$ cat config.mk
export PLATFORM = sky130hd
export DESIGN_NAME = regfile_write_arbiter_flat
export DESIGN_NICKNAME = d
export VERILOG_FILES = /design/src/rtl/regfile_pkg.sv /design/src/rtl/regfile_write_arbiter_if.sv /design/src/rtl/rr_arbiter2.sv /design/src/rtl/regfile_write_arbiter.sv /design/src/flat_wrapper.sv
export SDC_FILE = /design/constraint.sdc
export NUM_CORES = 1
export LEC_CHECK = 0
export CAP_MARGIN = 20
export CORE_MARGIN = 4
export CORE_UTILIZATION = 39
export CTS_CLUSTER_DIAMETER = 100
export DETAILED_ROUTE_END_ITERATION = 8
export PLACE_DENSITY_LB_ADDON = 0.05
export SYNTH_ARGS = -nofsm -noshare
export SYNTH_HDL_FRONTEND = slang
export SYNTH_HIERARCHICAL = 1
export SYNTH_SLANG_ARGS = --single-unit
$ cat constraint.sdc
create_clock -name clk -period 1.9 [get_ports clk]
set_input_delay 0.475 -clock clk [delete_from_list [all_inputs] [get_ports clk]]
set_output_delay 0.475 -clock clk [all_outputs]
set_load 0.02 [all_outputs]
$ cat src/rtl/regfile_pkg.sv
// Shared constants and grant encoding for the register-file write arbiter.
package regfile_pkg;

    localparam int DATA_W   = 16;
    localparam int ADDR_W   = 4;
    localparam int NUM_REGS = 16;  // must equal 2**ADDR_W

    typedef enum logic {
        GNT_ALU  = 1'b0,
        GNT_LOAD = 1'b1
    } grant_e;

endpackage

$ cat src/rtl/regfile_write_arbiter_if.sv
// Writeback requests, scoreboard alloc/query and register-file write port.
interface regfile_write_arbiter_if #(
    parameter int DATA_W = 16,
    parameter int ADDR_W = 4
);

    logic              req0_valid;
    logic [ADDR_W-1:0] req0_reg;
    logic [DATA_W-1:0] req0_data;
    logic              req0_ready;

    logic              req1_valid;
    logic [ADDR_W-1:0] req1_reg;
    logic [DATA_W-1:0] req1_data;
    logic              req1_ready;

    logic              alloc_valid;
    logic [ADDR_W-1:0] alloc_reg;
    logic [ADDR_W-1:0] chk_reg1;
    logic [ADDR_W-1:0] chk_reg2;
    logic              hazard;

    logic              rf_reg_write;
    logic [ADDR_W-1:0] rf_write_reg;
    logic [DATA_W-1:0] rf_write_data;

    // Pipeline side: requesters and decode.
    modport master (
        output req0_valid, req0_reg, req0_data,
        input  req0_ready,
        output req1_valid, req1_reg, req1_data,
        input  req1_ready,
        output alloc_valid, alloc_reg, chk_reg1, chk_reg2,
        input  hazard,
        input  rf_reg_write, rf_write_reg, rf_write_data
    );

    // Arbiter side.
    modport slave (
        input  req0_valid, req0_reg, req0_data,
        output req0_ready,
        input  req1_valid, req1_reg, req1_data,
        output req1_ready,
        input  alloc_valid, alloc_reg, chk_reg1, chk_reg2,
        output hazard,
        output rf_reg_write, rf_write_reg, rf_write_data
    );

endinterface

$ cat src/rtl/rr_arbiter2.sv
// Two-way round-robin arbiter; on contention the requester not granted last wins.
module rr_arbiter2
    import regfile_pkg::*;
(
    input  logic       clk,
    input  logic       rst_n,
    input  logic [1:0] req_valid,
    output logic       grant_valid,
    output grant_e     grant_idx
);

    grant_e last_grant_q;
    grant_e last_grant_d;

    // NOTE: every always_comb output gets a default first so no path leaves it unassigned (no latch).
    always_comb begin
        grant_valid  = |req_valid;
        grant_idx    = GNT_ALU;
        last_grant_d = last_grant_q;
        if (req_valid == 2'b11) begin
            grant_idx = (last_grant_q == GNT_ALU) ? GNT_LOAD : GNT_ALU;
        end else if (req_valid[1]) begin
            grant_idx = GNT_LOAD;
        end
        if (grant_valid) begin
            last_grant_d = grant_idx;
        end
    end

    // Resets to LOAD so the ALU wins the first contention.
    // NOTE: sequential state uses non-blocking assignments only; blocking here would race other flops.
    always_ff @(posedge clk or negedge rst_n) begin
        if (!rst_n) begin
            last_grant_q <= GNT_LOAD;
        end else begin
            last_grant_q <= last_grant_d;
        end
    end

endmodule

$ cat src/rtl/regfile_write_arbiter.sv
// Shares the register-file write port between ALU and load writeback,
// with a registered output stage and a pending-write scoreboard.
module regfile_write_arbiter #(
    parameter int DATA_W   = regfile_pkg::DATA_W,
    parameter int ADDR_W   = regfile_pkg::ADDR_W,
    parameter int NUM_REGS = regfile_pkg::NUM_REGS
) (
    input  logic                    clk,
    input  logic                    rst_n,
    regfile_write_arbiter_if.slave  bus
);

    import regfile_pkg::*;

    logic [1:0]        req_valid;
    logic              grant_valid;
    grant_e            grant_idx;
    logic [ADDR_W-1:0] gnt_reg;
    logic [DATA_W-1:0] gnt_data;

    logic [NUM_REGS-1:0] busy_q;
    logic [NUM_REGS-1:0] busy_d;
    logic                rf_reg_write_q;
    logic                rf_reg_write_d;
    logic [ADDR_W-1:0]   rf_write_reg_q;
    logic [ADDR_W-1:0]   rf_write_reg_d;
    logic [DATA_W-1:0]   rf_write_data_q;
    logic [DATA_W-1:0]   rf_write_data_d;

    // Masking with rst_n keeps both readies low while reset is held.
    assign req_valid = {bus.req1_valid, bus.req0_valid} & {2{rst_n}};

    rr_arbiter2 u_arb (
        .clk         (clk),
        .rst_n       (rst_n),
        .req_valid   (req_valid),
        .grant_valid (grant_valid),
        .grant_idx   (grant_idx)
    );

    assign gnt_reg  = (grant_idx == GNT_LOAD) ? bus.req1_reg  : bus.req0_reg;
    assign gnt_data = (grant_idx == GNT_LOAD) ? bus.req1_data : bus.req0_data;

    assign bus.req0_ready = grant_valid && (grant_idx == GNT_ALU);
    assign bus.req1_ready = grant_valid && (grant_idx == GNT_LOAD);

    // No bypass of a same-cycle clear: the write lands in the file one edge after busy drops.
    assign bus.hazard = busy_q[bus.chk_reg1] | busy_q[bus.chk_reg2];

    always_comb begin
        rf_reg_write_d  = grant_valid;
        rf_write_reg_d  = rf_write_reg_q;
        rf_write_data_d = rf_write_data_q;
        busy_d          = busy_q;
        if (grant_valid) begin
            rf_write_reg_d  = gnt_reg;
            rf_write_data_d = gnt_data;
            busy_d[gnt_reg] = 1'b0;
        end
        // Applied after the clear so a newer allocation of the same register survives.
        if (bus.alloc_valid) begin
            busy_d[bus.alloc_reg] = 1'b1;
        end
    end

    // NOTE: busy is a flop vector, not a RAM, so it is reset; dropping pending state on reset is intended.
    always_ff @(posedge clk or negedge rst_n) begin
        if (!rst_n) begin
            busy_q          <= '0;
            rf_reg_write_q  <= 1'b0;
            rf_write_reg_q  <= '0;
            rf_write_data_q <= '0;
        end else begin
            busy_q          <= busy_d;
            rf_reg_write_q  <= rf_reg_write_d;
            rf_write_reg_q  <= rf_write_reg_d;
            rf_write_data_q <= rf_write_data_d;
        end
    end

    assign bus.rf_reg_write  = rf_reg_write_q;
    assign bus.rf_write_reg  = rf_write_reg_q;
    assign bus.rf_write_data = rf_write_data_q;

endmodule

$ cat src/flat_wrapper.sv
// flat-port wrapper written by rule: the top's interface ports become plain ports
module regfile_write_arbiter_flat import regfile_pkg::*;
#(
    parameter int DATA_W   = regfile_pkg::DATA_W,
    parameter int ADDR_W   = regfile_pkg::ADDR_W,
    parameter int NUM_REGS = regfile_pkg::NUM_REGS
)
  (clk, rst_n, bus_req0_valid, bus_req0_reg, bus_req0_data, bus_req0_ready, bus_req1_valid, bus_req1_reg, bus_req1_data, bus_req1_ready, bus_alloc_valid, bus_alloc_reg, bus_chk_reg1, bus_chk_reg2, bus_hazard, bus_rf_reg_write, bus_rf_write_reg, bus_rf_write_data);
  regfile_write_arbiter_if #(.DATA_W(DATA_W), .ADDR_W(ADDR_W)) bus_i ();
  input  logic clk;
  input  logic rst_n;
  input wire logic [$bits(bus_i.req0_valid)-1:0] bus_req0_valid;
  input wire logic [$bits(bus_i.req0_reg)-1:0] bus_req0_reg;
  input wire logic [$bits(bus_i.req0_data)-1:0] bus_req0_data;
  output wire logic [$bits(bus_i.req0_ready)-1:0] bus_req0_ready;
  input wire logic [$bits(bus_i.req1_valid)-1:0] bus_req1_valid;
  input wire logic [$bits(bus_i.req1_reg)-1:0] bus_req1_reg;
  input wire logic [$bits(bus_i.req1_data)-1:0] bus_req1_data;
  output wire logic [$bits(bus_i.req1_ready)-1:0] bus_req1_ready;
  input wire logic [$bits(bus_i.alloc_valid)-1:0] bus_alloc_valid;
  input wire logic [$bits(bus_i.alloc_reg)-1:0] bus_alloc_reg;
  input wire logic [$bits(bus_i.chk_reg1)-1:0] bus_chk_reg1;
  input wire logic [$bits(bus_i.chk_reg2)-1:0] bus_chk_reg2;
  output wire logic [$bits(bus_i.hazard)-1:0] bus_hazard;
  output wire logic [$bits(bus_i.rf_reg_write)-1:0] bus_rf_reg_write;
  output wire logic [$bits(bus_i.rf_write_reg)-1:0] bus_rf_write_reg;
  output wire logic [$bits(bus_i.rf_write_data)-1:0] bus_rf_write_data;
  assign bus_i.req0_valid = bus_req0_valid;
  assign bus_i.req0_reg = bus_req0_reg;
  assign bus_i.req0_data = bus_req0_data;
  assign bus_req0_ready = bus_i.req0_ready;
  assign bus_i.req1_valid = bus_req1_valid;
  assign bus_i.req1_reg = bus_req1_reg;
  assign bus_i.req1_data = bus_req1_data;
  assign bus_req1_ready = bus_i.req1_ready;
  assign bus_i.alloc_valid = bus_alloc_valid;
  assign bus_i.alloc_reg = bus_alloc_reg;
  assign bus_i.chk_reg1 = bus_chk_reg1;
  assign bus_i.chk_reg2 = bus_chk_reg2;
  assign bus_hazard = bus_i.hazard;
  assign bus_rf_reg_write = bus_i.rf_reg_write;
  assign bus_rf_write_reg = bus_i.rf_write_reg;
  assign bus_rf_write_data = bus_i.rf_write_data;
  regfile_write_arbiter #(.DATA_W(DATA_W), .ADDR_W(ADDR_W), .NUM_REGS(NUM_REGS)) u_core (.clk(clk), .rst_n(rst_n), .bus(bus_i));
endmodule
==> results.yml, run 1 <==
pwr:
  p_sw_uw: 782.1
  vdd_ir_drop_max_mv: 0.4027
  combinationalPowerShare_pct: 33.7
  swShare_pct: 30.90
  p_int_uw: 1749
  p_per_area_mw_per_mm2: 788.6
  seqPwrFrac_pct: 43.6
  power.share.clock_pct: 22.7
  power.leakage_uw: 0.001287
  power_uw: 2531
run_status:
  violations: "setup timing"
  outcome: "finished with violations"
route:
  num_vias: 1904
  wl_per_cell_microns: 15.52
  drcViolationCount: 0
  routed_wl_microns: 5650
  drt-pass1-iter-count: 4
  via_per_inst: 5.231
  drtAntennaViolNets: 0
  drt_iter0_drc: 144
job:
  drv_cap: 0
layout:
  final_common_cell: "clkdlybuf4s50_1"
  nets: 350
  nFillCells: 464
  drive_gt1_share_pct: 20.75
  area_growth_pct: 57.07
  finalNonFillerCells: 364
  final_cell_mix: "clkdlybuf4s50_1, dfrtp_1, nor2_1"
  antennaDiodeCount: 0
setup_path:
  r2r_start: "u_core/u_arb/last_grant_q"
  arrival_ns: 1.68
  end_kind: "output pin"
  crit_fanout: 3
  required_ns: 1.42
  criticalPathCategory: "flip-flop to output pin"
  crit_path_start: "u_core/busy_q[15]"
  critPathLaunchType: "flip-flop"
synthesis:
  ys_ff_latch: 38
  ys_seq_area_share_pct: 46.60
  ys_types: 33
  synth_area_per_cell_sq_um: 10.64
  synthCells: 192
  synthesis.area_sq_mm: 0.002043
  synth_fp_nets: 249
  yosys_warnings: 6
timing:
  skew_ns: 0.004657
  max_slew_margin_pct: 78.03
  slew_viol_final: 0
  timing.final.crit_share_pct: 113.5
  setup_viol: 1
  finalHoldViolCount: 0
  rsz0062_at_grt: "true"
  fmax_ghz: 0.4639
  min_period_ns: 2.156
  worstMarginPinSlew_ns: 0.3296
  setup_ws_ns: -0.2559
die:
  io_pins: 81
  start_util_pct: 40.00
  num_rows: 26
  die_h_microns: 80.38
  die_area_sq_mm: 0.006461
  die-width_microns: 80.38
  core-area_sq_mm: 0.005107
place:
  dpl.hpwl_microns: 4250
  dp_worst_setup_slack_ns: -1.131
  placement.io_buffers: 80
  gp_congestion: 0.7869
  place_inst: 351
cts:
  cts_hold_buf: 0
  cts_buffer_depth: 2
  cts-root-buf: "clkbuf_8"
  cts_inserted_buffers: 5
  clk_latency_ns: 0.29
  path_clk_slew_ns: 0.08
  cts_tree: "done"
  numClockSinks: 38
  h-tree-depth: 2
global_route:
  grt_max_degree: 32
  antenna_found_initial: 0
  overflow: 0
  grt_pass1_wl_microns: 8666
  grt_pass1_vias: 1812
  grt_usage_pct: 17.76
worst_hold_path:
  hp-class: "input pin to asynchronous set/reset pin"
## stage by stage
step	utilization (%)	hold slack (ns)	TNS, ns	area (sq um)
final	62.84	0.1577	-0.2559	3209
after global routing	62.84	0.1815	-0.3508	3209
after CTS	61.29	0.1583	-0.2723	3131
after detailed placement	59.38	0.4671	-14.16	3033
after global placement	59.38	0.4599	-13.12	3033
after floorplan	-	0.1794	-0.02480	2054
## worst max-delay path, stage by stage (launching register included)
cell	delay (ns)
dfrtp_1	0.41
mux4_2	0.49
mux2i_1	0.14
and2_1	0.14
o21ai_1	0.06
buf_4	0.15
## power groups by stage
stage	combinational, uW	clock [uW]	sequential [uW]
floorplan	360	0	1140
global placement	811	0	1100
detailed placement	822	0	1110
CTS	830	593	1100
global route	925	620	1120
finish	853	575	1100
## final timing paths
| path | cells past startpoint | slack (ns) | end |
|---|---|---|---|
| max in group asynchronous | 2 | 1.44 | u_core/bus.rf_write_data[12] |
| hold reg to reg | 2 | 0.52 | u_core/u_arb/last_grant_q |
| hold / removal | 2 | 0.16 | u_core/busy_q[10] |
| min in group clk | 2 | 0.52 | u_core/u_arb/last_grant_q |
| setup / recovery | 5 | -0.26 | bus_hazard |
| setup reg to reg | 7 | 0.19 | u_core/busy_q[12] |
## cells by family after synthesis
kind of cell    after synthesis  synth area share, %
flops                        38                46.60
buf+inv                       9                1.960
mux                          33                22.72
compound gates               59                15.98
simple gates                 53                12.74
## final cells by class
class / count / area, sq um / area share [%]
Multi-Input combinational cell: 145 / 1090 / 33.96
Tap cell: 70 / 87.58 / 2.729
Timing Repair Buffer: 102 / 984.7 / 30.68
Sequential cell: 38 / 952.2 / 29.67
Clock inverter: 1 / 5.005 / 0.1559
Inverter: 1 / 3.754 / 0.1170
Clock buffer: 7 / 86.33 / 2.690
## timing repair
item,CTS,global route
buffers inserted,3,1
endpoints found under the setup margin,19,13
pin swaps,5,1
resized for setup,36,17
cloned,0,1
hold endpoints to repair,0,0
## cells in the mapped netlist (all sizes together)
cell	number	share of area [%]
a21oi	21	5.1
a31oi	1	0.31
and2	4	1.2
dfrtp	37	45
nand3b	2	0.73
buf	3	0.86
mux2i	22	11
or2	2	0.61
nand2	5	0.92
clkbuf	5	0.92
nand2b	4	1.2
dfstp	1	1.3
o21ai	28	6.9
o22a	1	0.43
and3	1	0.31
a32oi	1	0.43
and3b	1	0.43
mux4	8	9.9
nand3	6	1.5
a211oi	1	0.61
inv	1	0.18
nor3	1	0.24
nor2b	2	0.98
mux2	3	1.7
o31ai	5	1.8
a21boi	1	0.37
nor2	25	4.6
## routing by layer
metal,GRT usage (%),part of all wire [%]
met1,20.59,39
met5,0,0
met2,31.04,51
met4,6.081,1.3
met3,5.269,7.9
No activity file was read; power rests on OpenSTA's default activity.
==> inputs of run 2 (changes only) <==
--- a/config.mk
+++ b/config.mk
@@ -5,6 +5,7 @@
 export SDC_FILE = /design/constraint.sdc
 export NUM_CORES = 1
 export LEC_CHECK = 0
+export ABC_AREA = 0
 export CAP_MARGIN = 20
 export CORE_MARGIN = 4
 export CORE_UTILIZATION = 39
==> results of run 2 <==
Final layout, timing and power as in run 1 (identical DEF).
